File: config.mk
export PLATFORM = sky130hd
export DESIGN_NAME = edge_irq_scheduler
export DESIGN_NICKNAME = d
export VERILOG_FILES = /design/src/rtl/edge_irq_scheduler.sv
export SDC_FILE = /design/constraint.sdc
export NUM_CORES = 1
export LEC_CHECK = 0
export ABC_AREA = 1
export CAP_MARGIN = 20
export CORE_ASPECT_RATIO = 1.75
export CORE_MARGIN = 2
export CORE_UTILIZATION = 35
export CTS_CLUSTER_DIAMETER = 150
export DETAILED_ROUTE_END_ITERATION = 8
export GPL_TIMING_DRIVEN = 0
export MAX_ROUTING_LAYER = met4
export PLACE_DENSITY_LB_ADDON = 0.05
export RECOVER_POWER = 100
export SLEW_MARGIN = 0
export SYNTH_ARGS = -nofsm -noshare
export SYNTH_HDL_FRONTEND = slang
export SYNTH_SLANG_ARGS = --single-unit
File: constraint.sdc
create_clock -name clk -period 10.8 [get_ports clk]
set_input_delay 1.08 -clock clk [delete_from_list [all_inputs] [get_ports clk]]
set_output_delay 1.08 -clock clk [all_outputs]
set_load 0.05 [all_outputs]
File: src/rtl/edge_irq_scheduler.sv
// Sticky falling-edge capture with round-robin service of pending lines, one event at a time.
// Edge to evt_valid_o takes 2 cycles; evt_id_o holds while evt_ready_i is low, and at least 2 cycles per event.
module edge_irq_scheduler #(
  parameter int WIDTH = 32,
  parameter int IDW   = 5
) (
  input  logic             clk,
  input  logic             reset_n,
  input  logic [WIDTH-1:0] data_i,
  input  logic [WIDTH-1:0] mask_i,
  input  logic [WIDTH-1:0] clr_i,
  output logic             evt_valid_o,
  output logic [IDW-1:0]   evt_id_o,
  input  logic             evt_ready_i,
  output logic [WIDTH-1:0] pending_o,
  output logic [WIDTH-1:0] overrun_o,
  output logic             busy_o
);

  typedef enum logic {IDLE = 1'b0, PRESENT = 1'b1} state_t;

  state_t           state, state_nxt;
  logic [WIDTH-1:0] data_q, pending, overrun;
  logic [WIDTH-1:0] edge_det, eligible, ack_mask, pending_nxt, overrun_nxt;
  logic [IDW-1:0]   rr_ptr, id_q, winner;
  logic             found, hs;

  assign edge_det = data_q & ~data_i;
  assign eligible = pending & ~mask_i;
  assign hs       = (state == PRESENT) && evt_ready_i;
  assign ack_mask = hs ? (WIDTH'(1) << id_q) : '0;

  // A new edge always wins over any clear landing in the same cycle.
  assign pending_nxt = edge_det | (pending & ~(clr_i | ack_mask));
  assign overrun_nxt = (edge_det & pending) | (overrun & ~clr_i);

  // First eligible line at or above rr_ptr, wrapping at WIDTH-1.
  always_comb begin
    found  = 1'b0;
    winner = '0;
    for (int i = 0; i < WIDTH; i++) begin
      int             k;
      logic [IDW-1:0] kidx;
      k = int'(rr_ptr) + i;
      if (k >= WIDTH) k = k - WIDTH;
      kidx = IDW'(k);
      if (!found && eligible[kidx]) begin
        found  = 1'b1;
        winner = kidx;
      end
    end
  end

  always_ff @(posedge clk or negedge reset_n) begin
    if (!reset_n) state <= IDLE;
    else          state <= state_nxt;
  end

  always_comb begin
    state_nxt = state;
    case (state)
      IDLE:    if (found) state_nxt = PRESENT;
      PRESENT: if (evt_ready_i) state_nxt = IDLE;
      default: state_nxt = IDLE;
    endcase
  end

  always_comb begin
    evt_valid_o = (state == PRESENT);
    busy_o      = (state == PRESENT);
    evt_id_o    = id_q;
  end

  always_ff @(posedge clk or negedge reset_n) begin
    if (!reset_n) begin
      data_q  <= '0;
      pending <= '0;
      overrun <= '0;
      rr_ptr  <= '0;
      id_q    <= '0;
    end else begin
      data_q  <= data_i;
      pending <= pending_nxt;
      overrun <= overrun_nxt;
      if (state == IDLE && found) id_q <= winner;
      if (hs) rr_ptr <= (id_q == IDW'(WIDTH - 1)) ? '0 : id_q + IDW'(1);
    end
  end

  assign pending_o = pending;
  assign overrun_o = overrun;

endmodule
Word-level counts from Yosys, hierarchy flattened
Cells that the tools add are included.
{"block": "totals", "register_bits": 107, "wordCells": 378, "out_inout_bits": 71, "inputBits": 99}
{"block": "classes", "shifts": 1, "order_cmp": 64, "n_bitwise": 13, "addsub": 64, "muxes": 165, "n_eq_ne": 1, "reduce_logical": 64}
{"op": "2-to-1 mux 5 bit", "n": 65}
{"op": "less-than comparator 5 x 6 -> 1 bit, second input constant", "n": 32}
{"op": "greater-or-equal comparator 6 bit, second input constant", "n": 31}
{"op": "bitwise AND 32 bit", "n": 5}
{"op": "binary-select mux 1 bit (select 5 bit)", "n": 32}
{"op": "subtractor 5 x 1 -> 5 bit, second input constant", "n": 32}
{"op": "inverter 32 bit", "n": 4}
{"op": "adder 5 x 5 -> 6 bit, second input constant", "n": 16}
{"op": "OR 32 bit", "n": 3}
{"op": "2-to-1 mux 1 bit", "n": 66}
{"op": "adder 5 x 4 -> 6 bit, second input constant", "n": 8}
{"op": "logical AND 1 bit", "n": 33}
{"op": "2-to-1 mux 32 bit", "n": 1}
{"op": "<< shifter 1 x 5 -> 32 bit, first input constant", "n": 1}
{"op": "zero test 1 bit", "n": 31}
{"op": "adder 5 x 3 -> 6 bit, second input constant", "n": 4}
{"op": "adder 5 x 2 -> 6 bit, second input constant", "n": 2}
{"op": "adder 5 x 1 -> 6 bit, second input constant", "n": 1}
{"op": "greater-or-equal comparator 5 x 6 -> 1 bit, second input constant", "n": 1}
{"op": "adder 5 x 1 -> 5 bit, second input constant", "n": 1}
{"op": "equality test 5 bit, second input constant", "n": 1}
{"op": "case mux 1 bit (2 select lines)", "n": 1}
{"op": "inverter 1 bit", "n": 1}

Depth between registers and ports, before layout
{"block": "depth", "depth_word": 100, "ltp_mapped": 39, "depth_no_buf": 35}

Worst setup path before layout
No wires, ideal clock.
{"block": "synth_timing", "kind": "flip-flop to flip-flop", "from": "reg rr_ptr[1]", "to": "reg id_q[0] (netlist: evt_id_o[0])", "required_ns": 10.682, "stages_incl_launch_ff": 34, "setup_time_ns": 0.118, "n_path_buf": 6, "slack_ns": 5.870, "synth_period_minus_slack_ns": 4.930, "arrival_time_ns": 4.812, "cell_sequence": "dfrtp_1 -> buf_2 -> inv_2 -> buf_6 -> buf_4 -> clkbuf_1 -> ha_1 -> inv_2 -> clkbuf_1 -> nand3_1 -> nand3_1 -> nand3_1 -> nand3_1 -> nand2_2 -> nor2_2 -> nand4_2 -> nor3_4 -> nand4_2 -> nor2_2 -> nand3_2 -> nor2_4 -> nand4_2 -> nor2_4 -> nand4_4 -> nor2_8 -> nand4_4 -> nor2_4 -> nand3_4 -> nor2_8 -> nand4_2 -> nand2_2 -> buf_6 -> nand3b_1 -> nand2_1"}
{"block": "synth_via", "elab_chain_len": 99, "word_cells_on_any_way": 318, "cone_classes": "63 x add/sub; 32 x order compare; 160 x mux; 63 x reduce/logical"}
{"item": "start: declaration", "line": "25", "rtl": "logic [IDW-1:0] rr_ptr, id_q, winner;"}
{"item": "start signal: assignment", "line": "86", "rtl": "if (hs) rr_ptr <= (id_q == IDW'(WIDTH - 1)) ? '0 : id_q + IDW'(1);"}
{"item": "parallel branches: the longest is 99 deep, another holds adder 5 x 1 -> 6 bit"}
{"item": "end signal: assignment", "line": "85", "rtl": "if (state == IDLE && found) id_q <= winner;"}
{"item": "end: declaration", "line": "25"}
Several ways; the timed one is not identified. The select of a mux whose other input is x is not followed.
A chain may end at the register's enable or synchronous reset.

Worst setup path after layout
{"block": "layout_timing", "from": "reg rr_ptr[1]", "to": "reg id_q[3] (netlist: evt_id_o[3])"}
Same word-level chain as after synthesis.

==> flow_metrics.tcl <==
set metrics [dict create \
    drive_above_1_share_pct 5.35 \
    ys_warn_count 0 \
    clock-root-buffer "clkbuf_16" \
    required_ps 11040 \
    post-cts-setup-buffers 0 \
    clk_latency_ps 350 \
    arrival_ps 8720 \
    critPathTopFamily "simple AND/OR/NAND/NOR gates" \
    crit_buf_inv 8 \
    grt_pass1_wl_um 57200 \
    clock_sink_count 107 \
    routed_wl_um 38600 \
    worstMarginPinSlew_ps 3790 \
    tritoncts "yes" \
    dpl.hpwl_um 31600 \
    chipHeight_um 210 \
    pin_count 170 \
    endpoint_kind "register" \
    dieWidth_um 121 \
    die-area_um2 25400 \
    finalHoldViolations 0 \
    tns_ps 0 \
    vias 9384 \
    crit_top_cell "nor2_1" \
    antenna_cells 0 \
    syn_avg_cell_area_um2 6.83 \
    drc 0 \
    drt_first_pass_iters 5 \
    slew_violations 110 \
    drtIter0Drc 524 \
    cts_resized 0 \
    synth_top_cell_area_share_pct 31.7 \
    cp_max_fo 13 \
    gr-usage-met1_pct 29.5 \
    cts_hold_buf 0 \
    synth_area_leaders "dfrtp_1, nand3_1, inv_1, nand2_1, nor2_1" \
    max_freq_mhz 118 \
    syn_inst 1237 \
    hold_class "register to register" \
    cap_violations 2 \
    grt_max_degree 71 \
    start_util_pct 35.4 \
    cts_buffers 9 \
    clk_pin_slew_ps 70 \
    violations "max-capacitance violations, max-slew violations" \
    critPathMaxStageDelay_ps 810 \
    fin_crit_ps 8480 \
    busiest_layer "met2" \
    use_met2_pct 54.5 \
    fin_nets 1537 \
    finalWeightedCongestion 1.06 \
    r2r-start "rr_ptr[1]" \
    min-delay-start "data_q[10]" \
    drt.antenna.violating_nets 0 \
    status "finished, violations left" \
    slew_headroom_pct -153 \
    grtUsageMet3_pct 6.88 \
    grt_antenna_before_repair 0 \
    syn-num-nets 1355 \
    io_buffers 169 \
    drt-vias-per-instance 5.43 \
    yosys_register_bits 107 \
    grt_setup_unrepaired "false" \
    fin_crit_sh_pct 78.5 \
    ys_seq_area_share_pct 31.7 \
    first_global_vias 9558 \
    setup_viol 0 \
    cpMaxStageDelayCell "clkbuf_1" \
    fin_worst_skew_ps 5.73 \
    track_usage_pct 31.8 \
    mostFrequentLayoutCells "nand3_1, inv_1, nor2_1" \
    grt_overflow 0 \
    crit_path_start_kind "register" \
    setup.worst_path.class "register to register" \
    syn-cell-area_um2 8450 \
    core_area_um2 23800 \
    wl_per_cell_um 22.3 \
    yosys.area.top_type "dfrtp_1" \
    area_growth_pct 27.5 \
    synth_cell_types 46 \
    cts-htree-levels 3 \
    final_common_cell "nand3_1" \
    row_count 75 \
    cts_buffer_depth 2 \
    critical_path.startpoint "rr_ptr[1]" \
]
==> per-stage QoR <==
step | util (%) | worst slack, ps | hold WS (ps) | instances | cell area, µm²
floorplan | - | 5870 | 486 | 1237 | 8450
global placement | 44.2 | 3920 | 494 | 1714 | 10500
detailed placement | 44.3 | 3940 | 502 | 1716 | 10600
CTS | 45.6 | 3910 | 517 | 1729 | 10900
global route | 45.2 | 1790 | 548 | 1729 | 10800
finish | 45.2 | 2320 | 509 | 1729 | 10800
==> cell usage after synthesis, drive strengths merged <==
cell type / count
a21boi: 1
a21oi: 7
a31o: 1
a31oi: 2
buf: 24
clkbuf: 13
clkinv: 2
dfrtp: 107
ha: 19
inv: 217
mux2i: 2
nand2: 163
nand3: 319
nand3b: 6
nand4: 41
nor2: 170
nor3: 2
nor3b: 1
nor4b: 1
o2111ai: 2
o21a: 5
o21ai: 45
o22ai: 4
o32ai: 64
or2: 3
xnor2: 2
xor2: 14
==> cell type report <==
class                   instances  area [µm²]
repair buffers                171        1690
multi-input cells             874        4690
inverters                     219         827
well taps                     308         385
clock inverters                 3        65.1
fillers                      2536       13100
plain buffers                  37         200
flip-flops and latches        107        2680
clock buffers                  10         239
==> worst register-to-register path, delay by kind of cell, from the launching register on <==
family	cells	cell delay, ps
flip-flops	1	420
AND/OR/NAND/NOR	25	4630
buffers and inverters	8	2860
adder cells (fa/ha/maj)	1	460
==> kinds of logic after synthesis <==
logic type / Yosys count / synth area share (%)
flops: 107 / 31.7
xor+xnor: 16 / 1.93
buf+inv: 256 / 12.2
mux: 2 / 0.237
fa+ha+maj: 19 / 2.81
simple gates: 706 / 39.9
compound gates: 131 / 11.2
==> metal layers <==
layer | vias up | routed length [µm]
met1 | 4309 | 12800
met2 | 384 | 19700
met5 | - | 0
li1 | 4539 | -
met4 | 0 | 3760
met3 | 152 | 2300
==> final timing paths <==
path                                  to  slack, ps  cells after the start
hold reg to reg            pending_o[10]        510                      2
setup / recovery             evt_id_o[3]       2320                     34
max in group asynchronous    evt_id_o[3]       5050                      2
setup reg to reg             evt_id_o[3]       2320                     34
hold / removal             pending_o[10]        510                      2
min in group asynchronous  overrun_o[10]       1310                      1
==> state kept, by name, summed over array words and instances, names as in the netlist <==
register and count:
pending_o 32, evt_id_o 5, data_q 32, rr_ptr 5
overrun_o 32, busy_o 1
Power is left out: the tool's default activity adds up to more than one toggle a clock period on the data nets, which glitch-free logic cannot reach.
